===== config.mk =====
export PLATFORM = sky130hd
export DESIGN_NAME = round_ctrl
export DESIGN_NICKNAME = d
export VERILOG_FILES = /design/src/rtl/round_ctrl.sv
export SDC_FILE = /design/constraint.sdc
export NUM_CORES = 1
export LEC_CHECK = 0
export CAP_MARGIN = 20
export CORE_AREA = 4 4 78 80
export CTS_CLUSTER_DIAMETER = 40
export DETAILED_ROUTE_END_ITERATION = 10
export DIE_AREA = 0 0 82 84
export DONT_BUFFER_PORTS = 1
export PLACE_DENSITY_LB_ADDON = 0.15
export REMOVE_ABC_BUFFERS = 1
export SYNTH_ARGS = -nofsm -noshare
export SYNTH_HDL_FRONTEND = slang
export SYNTH_SLANG_ARGS = --single-unit
export TNS_END_PERCENT = 10

===== constraint.sdc =====
create_clock -name CLK -period 2 [get_ports CLK]
set_input_delay 0.1 -clock CLK [delete_from_list [all_inputs] [get_ports CLK]]
set_output_delay 0.1 -clock CLK [all_outputs]
set_load 0.01 [all_outputs]

===== src/rtl/round_ctrl.sv =====
// round_ctrl: game-round sequencer. One question per OK rising edge:
// countdown, answer window, judging, result display, and after the last
// question a final WIN/LOSE/TIE display that clears the match scores.
module round_ctrl #(
   parameter int TICK_DIV    = 50_000_000,
   parameter int COUNTDOWN_S = 3,
   parameter int ANSWER_S    = 9,
   parameter int RESULT_S    = 2,
   parameter int QUESTIONS   = 5
) (
   input  logic       CLK,
   input  logic       RST,
   input  logic       OK,
   input  logic [3:0] NUM,
   input  logic       ANS_1P,
   input  logic       HIT_1P,
   input  logic       ANS_2P,
   input  logic       HIT_2P,
   output logic [3:0] STATE,
   output logic [3:0] PROB,
   output logic [3:0] SEC,
   output logic [3:0] SCORE_1P,
   output logic [3:0] SCORE_2P,
   output logic [3:0] Q_NO
);

   localparam int              CW        = (TICK_DIV > 1) ? $clog2(TICK_DIV) : 1;
   localparam logic [CW-1:0]   TICK_LAST = CW'(TICK_DIV - 1);
   localparam logic [3:0]      SEC_COUNT = 4'(COUNTDOWN_S);
   localparam logic [3:0]      SEC_PLAY  = 4'(ANSWER_S);
   localparam logic [3:0]      SEC_RES   = 4'(RESULT_S);
   localparam logic [3:0]      Q_LAST    = 4'(QUESTIONS);

   // Codes are what the ready block decodes, so they are fixed values.
   typedef enum logic [3:0] {
      IDLE  = 4'b0000,
      COUNT = 4'b0001,
      PLAY  = 4'b0010,
      DRAW  = 4'b0110,
      TIE   = 4'b0111,
      GOOD  = 4'b1000,
      OUCH  = 4'b1001,
      WIN   = 4'b1010,
      LOSE  = 4'b1011
   } state_t;

   state_t        state_q, state_d;
   logic [CW-1:0] pre_q, pre_d;
   logic          ok_d;
   logic [3:0]    sec_q, sec_d;
   logic [3:0]    prob_q, prob_d;
   logic [3:0]    s1_q, s1_d;
   logic [3:0]    s2_q, s2_d;
   logic [3:0]    qno_q, qno_d;

   logic start, tick, expire, load, give_1p, give_2p, num_ok;

   assign start  = OK & ~ok_d;
   assign tick   = (pre_q == TICK_LAST);
   assign expire = tick && (sec_q == 4'd1);
   assign num_ok = (NUM != 4'd0) && (NUM <= 4'd10);

   function automatic logic [3:0] sat_inc(input logic [3:0] v);
      return (v == 4'd15) ? v : v + 4'd1;
   endfunction

   // State register and all timed/display registers.
   always_ff @(posedge CLK or negedge RST) begin
      if (!RST) begin
         state_q <= IDLE;
         pre_q   <= '0;
         ok_d    <= 1'b0;
         sec_q   <= '0;
         prob_q  <= '0;
         s1_q    <= '0;
         s2_q    <= '0;
         qno_q   <= '0;
      end else begin
         // NOTE: non-blocking so every register samples pre-edge values.
         state_q <= state_d;
         pre_q   <= pre_d;
         ok_d    <= OK;
         sec_q   <= sec_d;
         prob_q  <= prob_d;
         s1_q    <= s1_d;
         s2_q    <= s2_d;
         qno_q   <= qno_d;
      end
   end

   // Next-state, timer reload, judging and score bookkeeping.
   always_comb begin
      // NOTE: every output defaults here first so no path infers a latch.
      state_d = state_q;
      sec_d   = sec_q;
      prob_d  = prob_q;
      s1_d    = s1_q;
      s2_d    = s2_q;
      qno_d   = qno_q;
      load    = 1'b0;
      give_1p = 1'b0;
      give_2p = 1'b0;

      if (tick && (sec_q != 4'd0)) sec_d = sec_q - 4'd1;

      unique case (state_q)
         IDLE: begin
            if (start && num_ok) begin
               prob_d  = NUM;
               sec_d   = SEC_COUNT;
               load    = 1'b1;
               state_d = COUNT;
            end
         end
         COUNT: begin
            if (expire) begin
               sec_d   = SEC_PLAY;
               load    = 1'b1;
               state_d = PLAY;
            end
         end
         PLAY: begin
            // An answer in the expiry cycle still counts as an answer.
            if (ANS_1P && ANS_2P) begin
               give_1p = HIT_1P && !HIT_2P;
               give_2p = HIT_2P && !HIT_1P;
            end else if (ANS_1P) begin
               give_1p = HIT_1P;
               give_2p = !HIT_1P;
            end else if (ANS_2P) begin
               give_2p = HIT_2P;
               give_1p = !HIT_2P;
            end
            if (ANS_1P || ANS_2P || expire) begin
               sec_d   = SEC_RES;
               load    = 1'b1;
               qno_d   = (qno_q == Q_LAST) ? qno_q : qno_q + 4'd1;
               if (give_1p) begin
                  s1_d    = sat_inc(s1_q);
                  state_d = GOOD;
               end else if (give_2p) begin
                  s2_d    = sat_inc(s2_q);
                  state_d = OUCH;
               end else begin
                  state_d = DRAW;
               end
            end
         end
         DRAW, GOOD, OUCH: begin
            if (expire) begin
               if (qno_q == Q_LAST) begin
                  sec_d   = SEC_RES;
                  load    = 1'b1;
                  if (s1_q > s2_q)      state_d = WIN;
                  else if (s1_q < s2_q) state_d = LOSE;
                  else                  state_d = TIE;
               end else begin
                  state_d = IDLE;
               end
            end
         end
         WIN, LOSE, TIE: begin
            if (expire) begin
               state_d = IDLE;
               s1_d    = '0;
               s2_d    = '0;
               qno_d   = '0;
            end
         end
         default: state_d = IDLE;
      endcase

      // Restarting the prescaler on every load makes each first second full.
      pre_d = (load || tick) ? '0 : pre_q + CW'(1);
   end

   assign STATE    = state_q;
   assign PROB     = prob_q;
   assign SEC      = sec_q;
   assign SCORE_1P = s1_q;
   assign SCORE_2P = s2_q;
   assign Q_NO     = qno_q;

endmodule


==> summary.txt, run 1 <==
Yosys
  – Main synth FF type: dfrtp_1
  – Post-synthesis cell type count: 50
  – EDFF count, synth: 0
  – Ys Warns: 0
  – Synthesized cell area: 2960 um^2
  – Seq cells post-synth: 51
  – Sequential element share of the synthesized area: 0.431
  – Cell count after synthesis: 311
  – Post-synthesis area per instance: 9.52 um^2
  – Asr flop ratio synth: 1.00

Final layout
  – Area occupied by registers: 1280 um^2
  – Fin area: 3600 um^2
  – Most common cell after layout, fill and taps aside: dfrtp_1
  – Net count, final: 381
  – Layout cells sized above 1: 0.226
  – Ant diodes: 0
  – Post-synthesis to final-layout area growth: 21.7%
  – Multi-input gate area: 1630 um^2
  – Commonest non-fill, non-tap cells in the layout: 51 x dfrtp_1, 45 x buf_4, 39 x nor2_1
  – # fillers: 450
  – Final Util: 0.667

Critical path
  – Worst Path Max Fanout: 4
  – Crit path max-delay cell type: or4b_4
  – WP data required: 2180 ps
  – WP buf/inv: 0
  – CP max stage delay: 570 ps
  – Critical path arrival: 2150 ps
  – Family with the most delay on the worst path: simple AND/OR/NAND/NOR gates
  – CP Launch Type: flip-flop
  – Crit-path cells: or4b_4 > o211ai_1 > nand3_1 > o21ai_2 > mux2_2
  – Setup Crit Path Kind: flip-flop to flip-flop
  – CP Capture Type: flip-flop

Routing
  – Final WL: 6520 um
  – DR WL/cell: 15.1 um
  – Initial drt markers: 121
  – Detailed Routing Iterations Pass 1: 4
  – Vias per Instance: 5.62
  – Overall via count from detail_route: 2,423
  – Antenna Violating Nets Remaining: 0
  – DRC violations left: 0

Timing
  – Slew margin rel.: 0.657
  – Unrepaired setup endpoints after global routing: yes
  – TNS Setup: 0 ps
  – Setup Skew: 8.55 ps
  – Maximum clock frequency: 0.510 GHz
  – Final hold vios: 0
  – Min Clock Period, post-route: 1960 ps
  – Final setup vio count: 0
  – Worst-margin pin slew: 515 ps
  – Post-route clock period utilization: 0.980
  – Slew Viols, Final: 0

Global route
  – Largest net degree at the start of global routing: 52
  – Number of global-route vias before repair: 2,430
  – Initial antenna violation count: 0
  – Total Routing Usage GR: 0.205
  – GRT overflow: 0
  – Global-route wire length before repair: 11,200 um

Pwr
  – Cell Pwr Density: 1070 nW/um^2
  – Sw Share: 0.378
  – Maximum vdd drop: 0.000603 V
  – Sw power: 1.46 mW
  – Clock group share of total power: 0.179
  – Final Power: 3.86 mW
  – Comb power frac: 0.428
  – Internal: 2.40 mW
  – Seq pwr share: 0.393
  – Static Leakage: 1.66 nW

Floorplanning
  – Die Width: 82 um
  – Row count: 27
  – Initial Utilization: 0.548
  – Die area: 6890 um^2
  – Core ar.: 5410 um^2
  – Die Y: 84 um
  – Ports: 35

Clock tree
  – H-Tree Depth: 2
  – TritonCTS Sinks: 51
  – CTS Buffer Depth: 2
  – Root Buffer: clkbuf_8
  – Reg clk slew, reported paths: 90 ps
  – CTS tree: yes
  – Cts bufs inserted: 5
  – Worst skew pair latency: 300 ps

Placed design
  – Final HPWL DP: 4770 um
  – Routability Congestion: 0.842
  – Dpl cell area: 3340 um^2
  – # port buffers: 0

Worst hold path
  – Hold WC Path Type: input port to flip-flop

Run
  – # Max-Cap Violations: 0

Outcome
  – Status: completed
## synthesized netlist by cell type (2+ instances only)
master,n,area share
a22oi_1,2,0.0051
buf_2,2,0.0034
clkbuf_1,6,0.0076
a21oi_1,7,0.012
or4_1,3,0.0076
a211oi_1,2,0.0051
nor2_1,40,0.051
nor3b_1,5,0.013
a211o_1,2,0.0059
xor2_1,21,0.062
nand4b_1,2,0.0059
and4_1,8,0.024
dfrtp_1,51,0.43
nor3_1,5,0.0085
and3_1,8,0.017
nand3_1,24,0.041
xnor2_1,7,0.021
nor4_1,5,0.011
nor2b_1,3,0.0063
nand4_1,14,0.030
ha_1,11,0.046
o31a_1,2,0.0059
inv_1,15,0.019
o31ai_1,2,0.0051
buf_6,3,0.011
mux2_2,11,0.042
nand3b_1,2,0.0051
o21ai_0,12,0.020
nand2_1,15,0.019
## power by group through the flow
| stage | logic (mW) | registers, mW | clock network, mW |
|---|---|---|---|
| detailed placement | 1.56 | 1.54 | 0 |
| global placement | 1.53 | 1.53 | 0 |
| finish | 1.65 | 1.52 | 0.691 |
| global route | 1.85 | 1.56 | 0.757 |
| floorplan | 0.912 | 1.61 | 0 |
| CTS | 1.62 | 1.52 | 0.704 |
## cells by family (layout without fill, tap and decap cells)
kind of cell | count (synthesis) | count (layout) | synth area share
muxes | 12 | 12 | 0.0452
and+or+nand+nor | 142 | 142 | 0.260
buffers and inverters | 27 | 75 | 0.0431
DFF | 51 | 51 | 0.431
xor gates and xnor gates | 28 | 28 | 0.0828
adders and majority gates | 11 | 11 | 0.0465
AOI/OAI and AO/OA | 40 | 40 | 0.0909
## state kept, by name (all words and copies together), names as in the netlist
| signal | count |
|---|---|
| pre_q | 26 |
| STATE | 4 |
| SCORE_2P | 4 |
| ok_d | 1 |
| Q_NO | 4 |
| SEC | 4 |
| SCORE_1P | 4 |
| PROB | 4 |
## worst paths after layout
path	from	to	slack, ps	cells past startpoint
worst max-delay path	STATE[3]$_DFFE_PN0P_	Q_NO[0]$_DFFE_PN0P_	40	5
worst min-delay path	ANS_1P	SCORE_1P[1]$_DFFE_PN0P_	100	3
worst max register to register	STATE[3]$_DFFE_PN0P_	Q_NO[0]$_DFFE_PN0P_	40	5
worst min register to register	pre_q[0]$_DFF_PN0_	pre_q[0]$_DFF_PN0_	490	1
max in group asynchronous	RST	Q_NO[3]$_DFFE_PN0P_	1470	2
min in group asynchronous	RST	SCORE_2P[1]$_DFFE_PN0P_	300	2
## metrics by stage
step | worst slack [ps] | std cells | hold WS [ps]
floorplan | -206 | 299 | -196
global placement | -21.6 | 417 | -194
detailed placement | -94.0 | 417 | -194
CTS | 7.61 | 431 | 86.6
global route | -15.5 | 431 | 121
finish | 39.1 | 431 | 101
## per-layer routing
metal	routed length, um	global-route usage
met2	3220	0.340
met4	46	0.0468
met5	0	0
met3	283	0.0432
met1	2970	0.270
## worst reg2reg max path: stages (launching register included)
cell	delay [ps]
dfrtp_1	390
or4b_4	570
o211ai_1	300
nand3_1	140
o21ai_2	100
mux2_2	350
## timing repair
item / 4_1_cts / 5_1_grt
hold buffers: 7 / 0
pin swaps: 2 / 8
gates resized for setup: 6 / 14
endpoints found under the setup margin: 11 / 14
buffers inserted: 0 / 0
hold endpoints to repair: 56 / 0
## layout make-up
type	instances	area share
repair buffers	53	0.124
clock buffers	6	0.0201
clock inverters	1	0.00833
well taps	72	0.0250
inverters	15	0.0156
multi-input cells	233	0.453
flip-flops and latches	51	0.354
No activity file was read; power rests on OpenSTA's default activity.
==> run 2: changes to the inputs <==
Settings changed: RECOVER_POWER set to 25.
==> run 2 against run 1 <==
  * First-iteration DRC count decreased by 11%
  * Clock skew about the same
  * Design area decreased by 0.63%
  * Clock-buffer cell count unchanged
  * Routed wire length decreased by 0.17%
  * Clock power about the same
  * Combinational power about the same
  * Critical path type unchanged
  * Fmax decreased by 0.27%
  * Critical endpoint unchanged
  * Sequential cell count unchanged
  * Die area unchanged
  * Sequential power about the same
  * Core utilization decreased by 0.42 points
==> summary.txt, run 2 (synthesis gave the netlist of run 1 again) <==
Outcome
  – Status: completed

Pwr
  – Comb power frac: 0.427
  – Sw Share: 0.379
  – Clock group share of total power: 0.179
  – Internal: 2.40 mW
  – Maximum vdd drop: 0.000604 V
  – Final Power: 3.86 mW
  – Static Leakage: 1.65 nW
  – Seq pwr share: 0.394
  – Cell Pwr Density: 1080 nW/um^2
  – Sw power: 1.46 mW

Critical path
  – CP Launch Type: flip-flop
  – R2r setup slk: 30 ps
  – R2r startpoint: STATE[3]$_DFFE_PN0P_
  – Critical path arrival: 2150 ps
  – Crit Reg-Reg Endpoint: Q_NO[0]$_DFFE_PN0P_
  – Worst Path Max Fanout: 4
  – CP endpoint: Q_NO[0]$_DFFE_PN0P_
  – CP Capture Type: flip-flop
  – R2R cell count: 5
  – WP data required: 2190 ps
  – CP Launch Point: STATE[3]$_DFFE_PN0P_
  – Setup Crit Path Kind: flip-flop to flip-flop

Timing
  – Unrepaired setup endpoints after global routing: yes
  – Maximum clock frequency: 0.509 GHz
  – Worst-margin pin slew: 1230 ps
  – Min Clock Period, post-route: 1970 ps
  – Slew Viols, Final: 0
  – TNS Setup: 0 ps
  – Final setup vio count: 0
  – Post-route clock period utilization: 0.983
  – Setup Skew: 8.87 ps
  – Final hold vios: 0
  – Slew margin rel.: 0.180

Clock tree
  – TritonCTS Sinks: 51
  – Root Buffer: clkbuf_8
  – CTS tree: yes
  – H-Tree Depth: 2
  – Post-CTS setup buffers: 0
  – Reg clk slew, reported paths: 90 ps
  – CTS Buffer Depth: 2
  – Cts bufs inserted: 5
  – Worst skew pair latency: 300 ps

Floorplanning
  – Die area: 6890 um^2
  – Initial Utilization: 0.548
  – Core ar.: 5410 um^2
  – Ports: 35
  – Die Y: 84 um
  – Row count: 27
  – Die Width: 82 um

Global route
  – Initial antenna violation count: 0
  – Number of global-route vias before repair: 2,430
  – Global-route wire length before repair: 11,200 um
  – Total Routing Usage GR: 0.205
  – GRT overflow: 0
  – Largest net degree at the start of global routing: 52

Routing
  – Overall via count from detail_route: 2,446
  – Initial drt markers: 108
  – Antenna Violating Nets Remaining: 0
  – Vias per Instance: 5.68
  – DR WL/cell: 15.1 um
  – Detailed Routing Iterations Pass 1: 4
  – DRC violations left: 0
  – Final WL: 6510 um

Final layout
  – Post-synthesis to final-layout area growth: 21.0%
  – Final Util: 0.663
  – Multi-input gate area: 1630 um^2
  – Most common cell after layout, fill and taps aside: dfrtp_1
  – Net count, final: 381
  – Ant diodes: 0
  – Non-filler cells, final: 431
  – Area occupied by registers: 1280 um^2
  – Max reg flops: 26
  – Layout cells sized above 1: 0.226
  – Commonest non-fill, non-tap cells in the layout: 51 x dfrtp_1, 45 x buf_4, 39 x nor2_1
  – # fillers: 453
  – Top reg by flops: pre_q

Worst hold path
  – Worst hold stages: 3
  – Hold path start: ANS_1P
  – Hold WC Path Type: input port to flip-flop

Placed design
  – Routability Congestion: 0.842
  – Placed cell count: 417
  – # port buffers: 0
  – Final HPWL DP: 4770 um

Run
  – # Max-Cap Violations: 0
run 2: layer usage:
| metal | routed length, um | vias up | global-route usage | share of wire |
|---|---|---|---|---|
| met3 | 301 | 4 | 0.0432 | 0.046 |
| met4 | 46 | 0 | 0.0468 | 0.0071 |
| met2 | 3210 | 42 | 0.340 | 0.49 |
| li1 | - | 1212 | - | - |
| met5 | 0 | - | 0 | 0 |
| met1 | 2950 | 1188 | 0.270 | 0.45 |
run 2: power groups by stage:
stage	logic, mW	registers, mW	clock network [mW]
after floorplan	0.912	1.61	0
after global placement	1.53	1.53	0
final	1.65	1.52	0.692
after global routing	1.84	1.56	0.757
after detailed placement	1.56	1.54	0
after CTS	1.62	1.52	0.704
run 2: worst min path at each step:
stage,endpoint
2_1_floorplan,PROB[0]$_DFFE_PN0P_
3_3_place_gp,SCORE_2P[1]$_DFFE_PN0P_
3_5_place_dp,SCORE_2P[1]$_DFFE_PN0P_
4_1_cts,SCORE_1P[1]$_DFFE_PN0P_
5_1_grt,SCORE_1P[1]$_DFFE_PN0P_
6_report,SCORE_1P[1]$_DFFE_PN0P_
run 2: stage by stage:
step	hold WS, ps	instance area [um^2]	setup slack [ps]
floorplan	-196	2890	-206
finish	100	3580	33.8
CTS	86.6	3550	7.61
global placement	-194	3340	-21.6
global route	121	3580	-15.5
detailed placement	-194	3340	-94.0
run 2: critical path, cell delays in order (launching register included):
cell      delay (ps)
dfrtp_1          380
or4b_4           570
o211ai_1         310
nand3_1          140
o21ai_2          100
mux2_2           350
run 2: layout make-up:
class                           instances  share of cell area
Multi-Input combinational cell        233               0.456
Sequential cell                        51               0.356
Timing Repair Buffer                   53               0.118
Inverter                               15              0.0157
Clock buffer                            6              0.0203
Clock inverter                          1             0.00839
Tap cell                               72              0.0252
run 2: what timing repair did:
action                                  4_1_cts  5_1_grt
pin swaps                                     2        8
endpoints found under the setup margin       11       14
hold buffers                                  7        0
gates resized for setup                       6       14
hold endpoints to repair                     56        0
==> run 3: changes to the inputs <==
Settings changed: PLACE_DENSITY set to 0.71, PLACE_DENSITY_LB_ADDON 0.15 to not set.
==> run 3 against run 2 <==
  * Fmax is 0.70% lower
  * Clock power grew 0.7%
  * Cell count is the same
  * Sequential power barely moved
  * Clock-buffer cell count shrank 1
  * Die area is the same
  * Clock skew fell by 4.1 ps
  * Combinational power increased by 6%
==> summary.txt, run 3 (synthesis gave the netlist of run 1 again) <==
Critical path
  – CP Capture Type: flip-flop
  – Setup Crit Path Kind: flip-flop to flip-flop
  – CP endpoint: SCORE_2P[3]$_DFFE_PN0P_
  – R2r startpoint: STATE[3]$_DFFE_PN0P_
  – R2r setup slk: 20 ps
  – R2R cell count: 4
  – CP Launch Point: STATE[3]$_DFFE_PN0P_
  – Critical path arrival: 2210 ps
  – WP data required: 2230 ps
  – Worst Path Max Fanout: 5
  – Crit Reg-Reg Endpoint: SCORE_2P[3]$_DFFE_PN0P_
  – CP Launch Type: flip-flop

Placed design
  – Final HPWL DP: 4820 um
  – # port buffers: 0
  – Placed cell count: 413
  – Routability Congestion: 0.821
  – Dpl cell area: 3310 um^2

Floorplanning
  – Ports: 35
  – Die Width: 82 um
  – Die area: 6890 um^2
  – Row count: 27
  – Core ar.: 5410 um^2
  – Die Y: 84 um
  – Initial Utilization: 0.548

Timing
  – Post-route clock period utilization: 0.990
  – Slew Viols, Final: 0
  – Setup Skew: 4.80 ps
  – Final setup vio count: 0
  – Slew margin rel.: 0.177
  – Maximum clock frequency: 0.505 GHz
  – Min Clock Period, post-route: 1980 ps
  – Final hold vios: 0
  – Unrepaired setup endpoints after global routing: yes
  – Worst-margin pin slew: 1230 ps

Final layout
  – Area occupied by registers: 1280 um^2
  – Ant diodes: 0
  – Post-synthesis to final-layout area growth: 23.5%
  – Layout cells sized above 1: 0.253
  – # fillers: 418
  – Most common cell after layout, fill and taps aside: dfrtp_1
  – Non-filler cells, final: 431
  – Top reg by flops: pre_q
  – Net count, final: 381
  – Fin area: 3660 um^2
  – Multi-input gate area: 1700 um^2
  – Max reg flops: 26
  – Commonest non-fill, non-tap cells in the layout: 51 x dfrtp_1, 44 x buf_4, 39 x nor2_1

Clock tree
  – Cts bufs inserted: 5
  – Reg clk slew, reported paths: 90 ps
  – Root Buffer: clkbuf_8
  – CTS tree: yes
  – H-Tree Depth: 2
  – Worst skew pair latency: 300 ps
  – CTS Buffer Depth: 2
  – TritonCTS Sinks: 51

Global route
  – Initial antenna violation count: 0
  – Total Routing Usage GR: 0.210
  – Global-route wire length before repair: 11,400 um
  – Largest net degree at the start of global routing: 52
  – Number of global-route vias before repair: 2,470
  – GRT overflow: 0

Routing
  – Initial drt markers: 101
  – Vias per Instance: 5.74
  – DRC violations left: 0
  – Final WL: 6860 um
  – DR WL/cell: 15.9 um
  – Detailed Routing Iterations Pass 1: 4
  – Antenna Violating Nets Remaining: 0
  – Overall via count from detail_route: 2,474

Outcome
  – Status: completed

Pwr
  – Sw Share: 0.379
  – Internal: 2.46 mW
  – Sw power: 1.50 mW
  – Seq pwr share: 0.384
  – Clock group share of total power: 0.176
  – Maximum vdd drop: 0.000696 V
  – Static Leakage: 1.66 nW
  – Comb power frac: 0.441
  – Cell Pwr Density: 1080 nW/um^2

Worst hold path
  – Hold WC Path Type: input port to flip-flop
  – Hold path start: ANS_1P

Run
  – # Max-Cap Violations: 0
## run 3: cell count changes in the layout (fill, tap and decap cells not counted), sizes merged
| cell | change |
|---|---|
| clkinvlp | +1 |
| clkbuf | -1 |
## run 3: metrics by stage
step	hold WS [ps]	utilization	TNS, ps	total power [mW]	setup WS (ps)
after global routing	137	0.676	-107	4.29	-33.7
after global placement	-194	0.612	-32.8	3.04	-23.9
after CTS	98.2	0.653	-2.72	3.83	-2.72
after floorplan	-196	-	-765	2.52	-206
after detailed placement	-194	0.612	-239	3.09	-98.0
final	104	0.676	0	3.97	19.9
## run 3: worst max-delay path, cell delays in order (launching register included)
cell,delay (ps)
dfrtp_1,390
or4b_4,580
o31a_1,360
or4_4,430
a21oi_2,150
## run 3: worst min path at each step
stage	cells past startpoint	to
2_1_floorplan	0	PROB[0]$_DFFE_PN0P_
3_3_place_gp	0	SCORE_1P[0]$_DFFE_PN0P_
3_5_place_dp	0	SCORE_1P[1]$_DFFE_PN0P_
4_1_cts	3	SCORE_1P[1]$_DFFE_PN0P_
5_1_grt	3	SCORE_1P[1]$_DFFE_PN0P_
6_report	3	SCORE_1P[1]$_DFFE_PN0P_
## run 3: power groups by stage
| stage | Clock [mW] | Sequential, mW | Combinational (mW) |
|---|---|---|---|
| final | 0.697 | 1.52 | 1.75 |
| after global routing | 0.750 | 1.56 | 1.97 |
| after floorplan | 0 | 1.61 | 0.912 |
| after detailed placement | 0 | 1.54 | 1.55 |
| after global placement | 0 | 1.52 | 1.52 |
| after CTS | 0.713 | 1.52 | 1.60 |
## run 3: routing by layer
layer / global-route usage / up-vias / share of wire
met4: 0.0785 / 0 / 0.021
met5: 0 / - / 0
met2: 0.363 / 48 / 0.53
met1: 0.255 / 1194 / 0.41
li1: - / 1217 / -
met3: 0.0356 / 15 / 0.041
## run 3: area by class of cell
type / instances / area share
Multi-Input combinational cell: 233 / 0.465
Clock buffer: 5 / 0.0188
Clock inverter: 2 / 0.0103
Sequential cell: 51 / 0.349
Timing Repair Buffer: 53 / 0.117
Tap cell: 72 / 0.0246
Inverter: 15 / 0.0154
## run 3: what timing repair did
action                                  4_1_cts  5_1_grt
setup buffers                                 0        4
endpoints found under the setup margin        5       40
hold buffers                                  7        0
hold endpoints to repair                     56        0
pin swaps                                     3       12
gates resized for setup                       6       30
